### src/rtl/nibble_serial_addsub_if.sv
// Handshake and operand/result bundle for the nibble-serial add/sub unit.
interface nibble_serial_addsub_if #(
  parameter int NIBBLES = 4
);
  localparam int W = 4 * NIBBLES;

  logic         start;
  logic         sub;
  logic [W-1:0] a;
  logic [W-1:0] b;
  logic         busy;
  logic         done;
  logic [W-1:0] result;
  logic         cf;
  logic         of;
  logic         zf;

  // issuing unit
  modport master (
    output start, sub, a, b,
    input  busy, done, result, cf, of, zf
  );

  // arithmetic unit
  modport slave (
    input  start, sub, a, b,
    output busy, done, result, cf, of, zf
  );
endinterface

### src/rtl/nibble_serial_addsub.sv
// Nibble-serial adder/subtractor: one shared 4-bit ripple slice, LSB nibble
// first, carry chained between nibbles through a register.

// 4-bit ripple-carry slice, one full adder per bit.
module nibble_add4 (
  input  logic [3:0] a,
  input  logic [3:0] b,
  input  logic       ci,
  output logic [3:0] s,
  output logic       co
);
  logic [4:0] c;

  assign c[0] = ci;

  for (genvar i = 0; i < 4; i++) begin : g_fa
    assign s[i]   = a[i] ^ b[i] ^ c[i];
    assign c[i+1] = (a[i] & b[i]) | (c[i] & (a[i] ^ b[i]));
  end

  assign co = c[4];
endmodule

module nibble_serial_addsub #(
  parameter int NIBBLES = 4
) (
  input  logic                   clk,
  input  logic                   rst_n,
  nibble_serial_addsub_if.slave  bus
);
  localparam int W  = 4 * NIBBLES;
  localparam int IW = $clog2(NIBBLES);

  typedef enum logic [1:0] {
    IDLE = 2'd0,
    RUN  = 2'd1,
    DONE = 2'd2
  } state_t;

  state_t          state, state_nxt;
  logic [IW-1:0]   idx;
  logic [W-1:0]    op_a;
  logic [W-1:0]    op_b;      // already inverted for subtraction
  logic            carry;
  logic [W-1:0]    res_q;
  logic [W-1:0]    res_nxt;
  logic            cf_q, of_q, zf_q;

  logic            accept;
  logic            last;
  logic [3:0]      sl_a, sl_b, sl_s;
  logic            sl_co;

  // start is only honoured outside RUN; DONE accepts for back-to-back ops
  assign accept = (state != RUN) && bus.start;
  assign last   = (idx == IW'(NIBBLES - 1));

  assign sl_a = op_a[{idx, 2'b00} +: 4];
  assign sl_b = op_b[{idx, 2'b00} +: 4];

  nibble_add4 u_slice (
    .a  (sl_a),
    .b  (sl_b),
    .ci (carry),
    .s  (sl_s),
    .co (sl_co)
  );

  // result with the current nibble merged in, so zf sees the full value
  always_comb begin
    res_nxt = res_q;
    res_nxt[{idx, 2'b00} +: 4] = sl_s;
  end

  // state register
  always_ff @(posedge clk or negedge rst_n) begin
    if (!rst_n) state <= IDLE;
    else        state <= state_nxt;
  end

  // next-state: one RUN cycle per nibble, DONE lasts a single cycle
  always_comb begin
    state_nxt = state;
    case (state)
      IDLE:    if (bus.start) state_nxt = RUN;
      RUN:     if (last)      state_nxt = DONE;
      DONE:    state_nxt = bus.start ? RUN : IDLE;
      default: state_nxt = IDLE;
    endcase
  end

  // operand capture, nibble sequencing and flag registration
  always_ff @(posedge clk or negedge rst_n) begin
    if (!rst_n) begin
      idx   <= '0;
      op_a  <= '0;
      op_b  <= '0;
      carry <= 1'b0;
      res_q <= '0;
      cf_q  <= 1'b0;
      of_q  <= 1'b0;
      zf_q  <= 1'b0;
    end else if (accept) begin
      // a - b computed as a + ~b + 1: the +1 enters as the initial carry
      op_a  <= bus.a;
      op_b  <= bus.b ^ {W{bus.sub}};
      carry <= bus.sub;
      idx   <= '0;
    end else if (state == RUN) begin
      res_q <= res_nxt;
      carry <= sl_co;
      idx   <= idx + 1'b1;
      if (last) begin
        cf_q <= sl_co;
        of_q <= (op_a[W-1] == op_b[W-1]) && (sl_s[3] != op_a[W-1]);
        zf_q <= (res_nxt == '0);
      end
    end
  end

  assign bus.busy   = (state == RUN);
  assign bus.done   = (state == DONE);
  assign bus.result = res_q;
  assign bus.cf     = cf_q;
  assign bus.of     = of_q;
  assign bus.zf     = zf_q;
endmodule
### src/flat_wrapper.sv
// flat-port wrapper written by rule: the top's interface ports become plain ports
module nibble_serial_addsub_flat 
#(
  parameter int NIBBLES = 4
)
  (clk, rst_n, bus_start, bus_sub, bus_a, bus_b, bus_busy, bus_done, bus_result, bus_cf, bus_of, bus_zf);
  nibble_serial_addsub_if #(.NIBBLES(NIBBLES)) bus_i ();
  input  logic clk;
  input  logic rst_n;
  input wire logic [$bits(bus_i.start)-1:0] bus_start;
  input wire logic [$bits(bus_i.sub)-1:0] bus_sub;
  input wire logic [$bits(bus_i.a)-1:0] bus_a;
  input wire logic [$bits(bus_i.b)-1:0] bus_b;
  output wire logic [$bits(bus_i.busy)-1:0] bus_busy;
  output wire logic [$bits(bus_i.done)-1:0] bus_done;
  output wire logic [$bits(bus_i.result)-1:0] bus_result;
  output wire logic [$bits(bus_i.cf)-1:0] bus_cf;
  output wire logic [$bits(bus_i.of)-1:0] bus_of;
  output wire logic [$bits(bus_i.zf)-1:0] bus_zf;
  assign bus_i.start = bus_start;
  assign bus_i.sub = bus_sub;
  assign bus_i.a = bus_a;
  assign bus_i.b = bus_b;
  assign bus_busy = bus_i.busy;
  assign bus_done = bus_i.done;
  assign bus_result = bus_i.result;
  assign bus_cf = bus_i.cf;
  assign bus_of = bus_i.of;
  assign bus_zf = bus_i.zf;
  nibble_serial_addsub #(.NIBBLES(NIBBLES)) u_core (.clk(clk), .rst_n(rst_n), .bus(bus_i));
endmodule
### config.mk
export PLATFORM = sky130hd
export DESIGN_NAME = nibble_serial_addsub_flat
export DESIGN_NICKNAME = d
export VERILOG_FILES = /design/src/rtl/nibble_serial_addsub_if.sv /design/src/rtl/nibble_serial_addsub.sv /design/src/flat_wrapper.sv
export SDC_FILE = /design/constraint.sdc
export NUM_CORES = 1
export LEC_CHECK = 0
export CAP_MARGIN = 30
export CELL_PAD_IN_SITES_DETAIL_PLACEMENT = 0
export CELL_PAD_IN_SITES_GLOBAL_PLACEMENT = 1
export CORE_MARGIN = 3
export CORE_UTILIZATION = 46
export CTS_BUF_LIST = sky130_fd_sc_hd__clkbuf_8
export DETAILED_ROUTE_END_ITERATION = 8
export DONT_BUFFER_PORTS = 1
export PLACE_DENSITY_LB_ADDON = 0.08
export SKIP_CTS_REPAIR_TIMING = 1
export SLEW_MARGIN = 10
export SYNTH_ARGS = -nofsm -noshare
export SYNTH_HDL_FRONTEND = slang
export SYNTH_SLANG_ARGS = --single-unit
### constraint.sdc
create_clock -name clk -period 3.2 [get_ports clk]
set_input_delay 0.48 -clock clk [delete_from_list [all_inputs] [get_ports clk]]
set_output_delay 0.48 -clock clk [all_outputs]
set_load 0.02 [all_outputs]
== Yosys cells after proc, flatten, opt, wreduce, memory -nomap -nowiden ==
Index checks and enable logic that the tools add are counted.
Word-level totals
  word-level logic and storage cells: 62
  output and inout port bits: 21
  register bits: 56
  input port bits: 36
Cells by class
  add/subtract/negate cells: 2
  muxes and demuxes: 9
  equal/unequal tests: 8
  bitwise logic cells: 22
  reductions and logical operators: 8
  shift operators: 4
Operators by type and width (number)
  $shiftx A16 B5 Y4: 2
  $bwmux W16: 1
  $logic_not A16 Y1: 1
  $shift A4 B6 Y16 const A: 1
  $shiftx A4 B6 Y16: 1
  $xor A16 B16 Y16: 1
  $and A1 B1 Y1: 8
  $mux W2: 4
  $xor A1 B1 Y1: 8
  $neg A4 Y6: 1
  $pmux W2 S3: 1
  $eq A2 B2 Y1 const B: 2
  $ne A2 B1 Y1 const B: 2
  $or A1 B1 Y1: 4
  $reduce_and A2 Y1: 2
  $mux W1: 3
  $reduce_and A3 Y1: 1
  $add A2 B1 Y2 const B: 1
  $eq A2 B1 Y1 const B: 1
  $logic_and A1 B1 Y1: 2
  $logic_not A2 Y1: 1
  $ne A2 B2 Y1 const B: 1
  $reduce_bool A2 Y1: 1
  $eq A1 B1 Y1: 1
  other kinds (2): 2

== Depth between registers and ports, before layout ==
Gate-level depths: netlist of the first run.
  depth in word-level cells: 12
  gate-level depth with buffers: 14
  gate-level depth less buffers: 13

== Cells and area by module ==
Synthesis of the first run repeated with hierarchy kept, for this count alone.
Unflattened totals
  cell total of the unflattened synthesis: 254
  area, all modules: 2894.0 um^2
Modules (own cells, without submodules)
  nibble_serial_addsub: instances 1, cells each 240, area each 2776.4 um^2, seq. area each 1401.3 um^2
  nibble_add4: instances 1, cells each 14, area each 117.6 um^2, seq. area each 0.0 um^2

== Least setup slack after synthesis of the first run ==
Ideal clock, no wire load.
  kind: flip-flop to flip-flop
  from: reg u_core.idx[0]
  to: reg u_core.zf_q (netlist: u_core.bus.zf)
  stages on the path, launching flop included: 13
  arrival: 3.226 ns
  setup time: 0.095 ns
  path slack: -0.122 ns
  required time: 3.105 ns
  period minus slack after synthesis: 3.322 ns
  cells stage by stage: dfrtp_1 buf_2 buf_2 mux4_2 fa_1 inv_1 fa_1 inv_1 fa_1 nand4bb_1 a32oi_1 nand4_1 o31ai_1
On the way
  cells in the longest elaborated chain, start to end: 12
  elaborated cells on any way between the ends: 26
  those cells by class: 1 x add/sub; 1 x eq/ne; 4 x shift; 1 x mux; 17 x bitwise; 2 x reduce/logical
Ends and longest elaborated chain
  from (decl): RTL line nibble_serial_addsub.sv:41  | logic [IW-1:0] idx;
  from (signal assigned): RTL line nibble_serial_addsub.sv:112  | idx <= idx + 1'b1;
  $shiftx A16 B5 Y4, on equally long branches: RTL line nibble_serial_addsub.sv:58, nibble_serial_addsub.sv:59
  $xor A1 B1 Y1: RTL line nibble_serial_addsub.sv:17, nibble_serial_addsub.sv:18
  $and A1 B1 Y1: RTL line nibble_serial_addsub.sv:18  | assign c[i+1] = (a[i] & b[i]) | (c[i] & (a[i] ^ b[i]));
  $or A1 B1 Y1: RTL line nibble_serial_addsub.sv:18
  $and A1 B1 Y1: RTL line nibble_serial_addsub.sv:18
  $or A1 B1 Y1: RTL line nibble_serial_addsub.sv:18
  $and A1 B1 Y1: RTL line nibble_serial_addsub.sv:18
  $or A1 B1 Y1: RTL line nibble_serial_addsub.sv:18
  $xor A1 B1 Y1: RTL line nibble_serial_addsub.sv:17  | assign s[i] = a[i] ^ b[i] ^ c[i];
  $shiftx A4 B6 Y16: RTL line nibble_serial_addsub.sv:72  | res_nxt[{idx, 2'b00} +: 4] = sl_s;
  $bwmux W16: RTL line nibble_serial_addsub.sv:72
  $logic_not A16 Y1: RTL line nibble_serial_addsub.sv:116  | zf_q <= (res_nxt == '0);
  to (signal assigned): RTL line nibble_serial_addsub.sv:116
  to (decl): RTL line nibble_serial_addsub.sv:47  | logic cf_q, of_q, zf_q;
Several ways; a longest one is shown, not always the timed one.
A chain may end at the register's enable or synchronous reset.

== Worst setup path after layout of the first run ==
Same ends and word-level chain as after synthesis.

==> metrics.txt, run 1 <==
status=finished, violations left; failing checks=negative setup slack; area leader, netlist=dfrtp_1; Slew Limit Fails=0; Num Clock Sinks=56; CTS root buf=clkbuf_8; H-tree Lvls=2; detailed-route wire length per cell=between 15 and 20 um; Starting Density=0.494; layout cells sized above 1=0.212; global-route wire length before repair=~10 mm; fin crit period=3.25 ns; antenna violations before repair=0; PortBufs=0; crit path max fanout=5; syn avg cell area=11.1 sq um; hpwl dp=about 4.4 mm; Synth async-reset ratio=1.00; CP endpoint kind=flop; R2R Path End=u_core.bus.zf$_DFFE_PN0P_; worst setup path class=flop to flop; critical path arrival=between 3 and 4 ns; Yosys reg bits=56; CTS tree=done; fin nets=a little over 300; Syn Inst Count=255; Setup crit start kind=flop; Ant. Diodes=0; VDD IR max=581 uV; CORE AREA=around 5700 sq um; routability cong.=slightly above 0.8; Final WS setup=-0.0516 ns; Syn-to-layout area delta=7.85%; first-pass detailed-route iteration total=5; min-delay worst type=input pin to async pin; final cell count without fillers=331; area of placed instances=2910 sq um; pin count of the biggest net entering global routing=57; dpl cells=320; final setup fails=1; FMAX=~0.31 GHz; fin crit share=1.02; cts bufs inserted=5; Via Count=~1900; clk slew on worst S/H paths=around 0.090 ns; Setup TNS Final=-0.0516 ns; commonest non-fill, non-tap cell in the layout=dfrtp_1; Setup Skew=slightly below 0.009 ns; FF+latch area=1400 sq um; number of flops mapped to enable cells by yosys=0; DIE HEIGHT=about 85 um; Final ANT Viol Nets=0; Max-Cap Viols=0; Die X=approximately 85 um; fillcell total=roughly 520; top_reg_cell synth=dfrtp_1; CP required=around 3.4 ns; All-Layer GR Usage=0.175; Setup crit end=u_core.bus.zf$_DFFE_PN0P_; Routed WL=5.89 mm; Final Cell Area=about 3100 sq um; clk buf depth=2; PwrDens=around 1300 nW/um^2; DR iter-0 viols=56; drc violations=0; Rel. slew slack=0.653; Pleak=around 1.3 nW; Power Total=slightly below 0.004 W; Worst R2R Setup Slack=-0.05 ns; Skew-Pair Late Insertion Delay=between 0.3 and 0.4 ns; DIE AREA=around 7000 sq um; # IOs=57; most frequent cells in the layout=55 x dfrtp_1, 43 x nand2_1, 26 x o21ai_0; final hold vios=0; Std-Cell Rows=27; RSZ-0062 raised after global routing=yes; Seq/Total Area, Yosys=0.494; reg2reg path depth=13; top-area cell type share of the netlist area=0.494; Cell Area, Synth=2840 sq um; Synthesized Nets=301; largest cells by area after synthesis=dfrtp_1 49%, mux2_2 6.7%, mux4_2 6.3%; Yosys warning count=0; Multi-input gate area=1320 sq um; vias in the first global route=1878; count of cell types in the netlist=37; Crit Reg-Reg Startpoint=u_core.idx[0]$_DFFE_PN0P_; Critical Path Start=u_core.idx[0]$_DFFE_PN0P_; Vias/cell=around 5.6; GR Overflow Total=0; Tightest Pin Transition=0.513 ns
registers in the layout, summed over array words and instances, names as in the netlist:
register           cells
u_core.bus.result     16
u_core.op_a           16
u_core.op_b           16
u_core.idx             2
u_core.state           2
u_core.bus.cf          1
u_core.bus.of          1
u_core.bus.zf          1
u_core.carry           1
cell families after synthesis:
group | count (synthesis) | share of synthesized area
simple gates | 70 | 0.118
flops | 56 | 0.494
compound gates | 46 | 0.0997
buf+inv | 30 | 0.0467
mux | 27 | 0.138
xor+xnor | 16 | 0.0494
fa+ha+maj | 10 | 0.0547
worst min path at each step:
stage	from	slack [ns]	to
after global routing	rst_n	0.02	u_core.op_b[3]$_DFFE_PN0P_
after floorplan	rst_n	0.18	u_core.bus.cf$_DFFE_PN0P_
final	rst_n	0.02	u_core.state[1]$_DFFE_PN0P_
after CTS	rst_n	-0.16	u_core.op_b[13]$_DFFE_PN0P_
after detailed placement	rst_n	0.19	u_core.bus.result[9]$_DFFE_PN0P_
after global placement	rst_n	0.19	u_core.bus.result[11]$_DFFE_PN0P_
area by class of cell:
class / count / share of cell area
clock inverters: 3 / 0.00654
well taps: 72 / 0.0294
multi-input cells: 169 / 0.432
inverters: 16 / 0.0200
clock buffers: 5 / 0.0225
repair buffers: 10 / 0.0311
flip-flops and latches: 56 / 0.458
worst max-delay path, stage by stage (launching register included):
cell	delay (ns)
dfrtp_2	0.46
mux4_2	0.35
inv_2	0.04
fa_2	0.34
inv_2	0.07
fa_2	0.20
inv_2	0.04
fa_2	0.32
inv_2	0.06
fa_2	0.45
nand4bb_1	0.22
a32oi_1	0.24
nand4_1	0.13
o31ai_2	0.25
Yosys cell counts (2+ instances only):
library cell  count
dfrtp_1          56
nand2_1          43
o21ai_0          27
mux2_2           17
xnor2_1          16
inv_1            15
buf_2             9
mux4_2            8
ha_1              6
nor2_1            6
o41ai_1           6
clkbuf_1          4
fa_1              4
nand2b_1          4
nand3_1           4
o22ai_1           3
a21oi_1           2
a22o_1            2
mux2i_1           2
nor2b_1           2
nor3b_1           2
o31ai_1           2
power breakdown:
| part | switching [W] | internal [W] |
|---|---|---|
| Sequential | 0.000335 | 0.00102 |
| Combinational | 0.00117 | 0.00102 |
| Clock | 0.000232 | 0.000153 |
per-layer routing:
layer	share of wire	wire, um	vias to the layer above	track usage
met2	0.49	2910	48	0.283
met1	0.44	2590	902	0.235
met3	0.050	293	9	0.0412
met4	0.015	91	0	0.0489
met5	0	0	-	0
li1	-	-	892	-
through the flow:
stage / worst slack, ns / hold slack (ns) / util
after floorplan: 0.00347 / 0.184 / -
final: -0.0516 / 0.0222 / 0.533
after global placement: 0.0291 / 0.186 / 0.507
after global routing: -0.192 / 0.0186 / 0.533
after detailed placement: -0.110 / 0.186 / 0.507
after CTS: -0.121 / -0.157 / 0.522
No activity file was read; power rests on OpenSTA's default activity.
==> run 2, diff against run 1 <==
--- a/config.mk
+++ b/config.mk
@@ -9,7 +9,7 @@
 export CELL_PAD_IN_SITES_DETAIL_PLACEMENT = 0
 export CELL_PAD_IN_SITES_GLOBAL_PLACEMENT = 1
 export CORE_MARGIN = 3
-export CORE_UTILIZATION = 46
+export CORE_UTILIZATION = 30
 export CTS_BUF_LIST = sky130_fd_sc_hd__clkbuf_8
 export DETAILED_ROUTE_END_ITERATION = 8
 export DONT_BUFFER_PORTS = 1
==> constraint.sdc (replaced) <==
create_clock -name clk -period 2.7 [get_ports clk]
set_input_delay 0.405 -clock clk [delete_from_list [all_inputs] [get_ports clk]]
set_output_delay 0.405 -clock clk [all_outputs]
set_load 0.02 [all_outputs]
==> metrics.txt, run 2 (synthesized netlist as in run 1, its figures left out) <==
CORE AREA=8930 sq um; antenna violations before repair=0; clk slew on worst S/H paths=0.11 ns; fin crit period=about 3.1 ns; M3 GR Usage=0.0402; drc violations=0; M1 GR Usage=0.185; pin count of the biggest net entering global routing=57; fillcell total=about 920; PortBufs=0; clk buf depth=2; cells along the critical path=mux4_2, inv_2, fa_2, inv_2, fa_2, inv_2, fa_2, inv_2, fa_2, buf_4, nand2b_1, a32oi_1, nand4_1, o31ai_1; critical path arrival=~3.4 ns; failing checks=negative setup slack; Via Count=1861; routability cong.=roughly 0.75; # IOs=57; slowest stage delay, CP=roughly 0.45 ns; met2 usage=0.220; CTS tree=done; Vias/cell=approximately 5; global-route wire length before repair=approximately 11 mm; layout cells sized above 1=0.249; cts bufs inserted=5; Die X=103 um; Setup crit start kind=flop; CTS root buf=clkbuf_8; fin nets=between 300 and 400; DIE AREA=approximately 11000 sq um; fin crit share=1.16; Syn-to-layout area delta=13.1%; CP required=2.92 ns; RSZ-0062 raised after global routing=yes; Std-Cell Rows=34; Final WS setup=-0.428 ns; DIE HEIGHT=103 um; first-pass detailed-route iteration total=4; slowest CP cell=dfrtp_2; Setup TNS Final=-1.33 ns; hpwl dp=between 4 and 5 mm; Skew-Pair Late Insertion Delay=roughly 0.31 ns; commonest non-fill, non-tap cell in the layout=dfrtp_1; crit path max fanout=4; DR iter-0 viols=32; worst setup path class=flop to flop; Final ANT Viol Nets=0; FMAX=0.320 GHz; gr busiest metal=met2; Setup Skew=slightly above 0.01 ns; most frequent cells in the layout=55 x dfrtp_1, 43 x nand2_1, 24 x o21ai_0; Num Clock Sinks=56; detailed-route wire length per cell=between 15 and 20 um; Starting Density=0.318; GR Overflow Total=0; Routed WL=6.80 mm; H-tree Lvls=2; All-Layer GR Usage=0.137; final hold vios=0; CP endpoint kind=flop; Rel. slew slack=0.582; Ant. Diodes=0; vias in the first global route=1984; Fin Hold WS=0.183 ns; Slew Limit Fails=0; final setup fails=6; Tightest Pin Transition=roughly 0.62 ns; Max-Cap Viols=0; status=finished, violations left; min-delay worst type=input pin to flop
## run 2: cell types whose count changed in the layout (fill, tap and decap cells not counted), moves of 2 or more
cell | before | now
buf_4 | 9 | 11
o21ai_0 | 26 | 24
o41ai_1 | 6 | 4
buf_6 | 0 | 3
## run 2: path summary, 6_finish.rpt
check	start	to	slack (ns)	depth (start not counted)
setup / recovery	u_core.idx[0]$_DFFE_PN0P_	u_core.bus.zf$_DFFE_PN0P_	-0.43	14
hold / removal	bus_start	u_core.idx[1]$_DFFE_PN0P_	0.18	1
setup reg to reg	u_core.idx[0]$_DFFE_PN0P_	u_core.bus.zf$_DFFE_PN0P_	-0.43	14
hold reg to reg	u_core.op_b[1]$_DFFE_PN0P_	u_core.op_b[1]$_DFFE_PN0P_	0.50	2
max in group asynchronous	rst_n	u_core.idx[0]$_DFFE_PN0P_	1.83	2
min in group asynchronous	rst_n	u_core.bus.result[8]$_DFFE_PN0P_	0.61	2
## run 2: layout make-up
type | instances | area (sq um) | area share
sequential | 56 | 1400 | 0.437
multi-input combinational | 169 | 1370 | 0.426
timing repair buffer | 16 | 154 | 0.0480
tap | 108 | 135 | 0.0421
clock buffer | 5 | 68.8 | 0.0215
inverter | 16 | 61.3 | 0.0191
clock inverter | 3 | 21.3 | 0.00663
## run 2: per-stage QoR
step	setup WS (ns)	area [sq um]	util	std cells
5_1_grt	-0.624	3210	0.359	373
4_1_cts	-0.540	3100	0.347	369
6_report	-0.428	3210	0.359	373
3_5_place_dp	-0.497	3010	0.337	361
3_3_place_gp	-0.453	3010	0.337	361
2_1_floorplan	-0.484	2860	-	255
## run 2: per-layer routing
layer / wire length [um] / vias up
li1: - / 901
met1: 3160 / 915
met2: 3220 / 40
met3: 370 / 5
met4: 51 / 0
met5: 0 / -
## run 2: worst max-delay path: cells and delay by family, from the launching register on
| family | cells | cell delay [ns] |
|---|---|---|
| AOI/OAI and AO/OA | 2 | 0.35 |
| adders and majority gates | 4 | 1.29 |
| buffers and inverters | 5 | 0.35 |
| DFF | 1 | 0.45 |
| muxes | 1 | 0.34 |
| and+or+nand+nor | 2 | 0.25 |
Power of run 2 is left out: the tool's default activity adds up to more than one toggle a clock period on the data nets, which glitch-free logic cannot reach.
==> run 3, diff against run 2 <==
==> constraint.sdc (replaced) <==
create_clock -name clk -period 2.7 [get_ports clk]
set_input_delay 0.405 -clock clk [delete_from_list [all_inputs] [get_ports clk]]
set_output_delay 0.405 -clock clk [all_outputs]
set_load 0.05 [all_outputs]
==> metrics.txt, run 3 (synthesized netlist as in run 1, its figures left out) <==
status=finished, violations left; failing checks=negative setup slack; GR Overflow Total=0; FMAX=between 0.3 and 0.4 GHz; CORE AREA=~8900 sq um; DIE HEIGHT=a little over 100 um; clk slew on worst S/H paths=0.11 ns; R2R Path End=u_core.bus.zf$_DFFE_PN0P_; fin crit period=between 3 and 4 ns; crit path max fanout=4; detailed-route wire length per cell=about 18 um; DR iter-0 viols=19; Slew Limit Fails=0; fin nets=311; H-tree Lvls=2; CP endpoint kind=flop; Final Cell Area=about 3200 sq um; Min-Delay Path Depth=1; Final WS setup=-0.470 ns; global-route wire length before repair=between 10 and 15 mm; metal3 WL=about 370 um; Rel. slew slack=0.605; cts bufs inserted=5; area of placed instances=3020 sq um; HP Start=bus_start; Via Count=1864; top layer in use=met5; drc violations=0; min-delay worst type=input pin to flop; RSZ-0062 raised after global routing=yes; CTS tree=done; pin count of the biggest net entering global routing=57; fin crit share=1.17; CP required=between 2 and 3 ns; antenna violations before repair=1; Crit Reg-Reg Startpoint=u_core.idx[0]$_DFFE_PN0P_; final hold vios=0; Syn-to-layout area delta=12.2%; Ant. Diodes=0; Worst R2R Setup Slack=-0.47 ns; Skew-Pair Late Insertion Delay=0.31 ns; Num Clock Sinks=56; reg2reg path depth=13; critical path arrival=approximately 3.4 ns; Die X=103 um; final setup fails=9; CTS root buf=clkbuf_8; Setup Skew=0.00715 ns; Setup crit start kind=flop; most frequent cells in the layout=55 x dfrtp_1, 43 x nand2_1, 25 x o21ai_0; Max-Cap Viols=0; layout cells sized above 1=0.244; hpwl dp=~5.0 mm; Final ANT Viol Nets=0; commonest non-fill, non-tap cell in the layout=dfrtp_1; Tightest Pin Transition=about 0.6 ns; routability cong.=0.765; first-pass detailed-route iteration total=4; # IOs=57; routed length on met1=about 3.0 mm; Met2 Wirelength=about 3.3 mm; DIE AREA=about 11000 sq um; All-Layer GR Usage=0.135; PortBufs=0; vias in the first global route=between 1500 and 2000; clk buf depth=2; Vias/cell=4.98; worst setup path class=flop to flop; Starting Density=0.318; Routed WL=roughly 6.7 mm; Std-Cell Rows=34; Hold Path End=u_core.idx[1]$_DFFE_PN0P_
run 3: area by class of cell:
class	count	area [sq um]
clock buffers	6	82.6
well taps	108	135
multi-input cells	169	1340
fillers	915	5750
repair buffers	17	150
clock inverters	2	13.8
inverters	16	61.3
flip-flops and latches	56	1400
run 3: worst max-delay path by stage:
stage                                         start                        end  slack [ns]  cells after the start
after CTS                 u_core.idx[0]$_DFFE_PN0P_  u_core.bus.zf$_DFFE_PN0P_       -0.57                     13
after global routing      u_core.idx[0]$_DFFE_PN0P_  u_core.bus.zf$_DFFE_PN0P_       -0.58                     13
after floorplan           u_core.idx[0]$_DFFE_PN0P_  u_core.bus.zf$_DFFE_PN0P_       -0.49                     14
after global placement    u_core.idx[0]$_DFFE_PN0P_  u_core.bus.zf$_DFFE_PN0P_       -0.45                     13
final                     u_core.idx[0]$_DFFE_PN0P_  u_core.bus.zf$_DFFE_PN0P_       -0.47                     13
after detailed placement  u_core.idx[0]$_DFFE_PN0P_  u_core.bus.zf$_DFFE_PN0P_       -0.54                     13
run 3: routing by layer:
metal | vias up | track usage
met1 | 906 | 0.174
met2 | 43 | 0.221
met4 | 2 | 0.0339
met5 | - | 0
li1 | 904 | -
met3 | 9 | 0.0423
run 3: critical path: stages, from the launching register on:
cell and delay, ns:
dfrtp_2 0.45, mux4_2 0.35, inv_2 0.04, fa_2 0.34, inv_2 0.06, fa_2 0.19, inv_2 0.04, fa_2 0.33
inv_2 0.06, fa_2 0.45, nand4bb_1 0.22, a32oi_1 0.23, nand4_1 0.11, o31ai_1 0.20
run 3: stage by stage:
stage / utilization / setup WS (ns) / setup TNS (ns) / instances / hold slack, ns
detailed placement: 0.338 / -0.540 / -2.05 / 363 / 0.113
floorplan: - / -0.485 / -0.932 / 255 / 0.109
global route: 0.356 / -0.575 / -2.83 / 374 / 0.177
global placement: 0.338 / -0.453 / -1.53 / 363 / 0.112
finish: 0.356 / -0.470 / -1.69 / 374 / 0.194
CTS: 0.349 / -0.569 / -2.21 / 371 / -0.240
Power of run 3 is left out for the same reason.
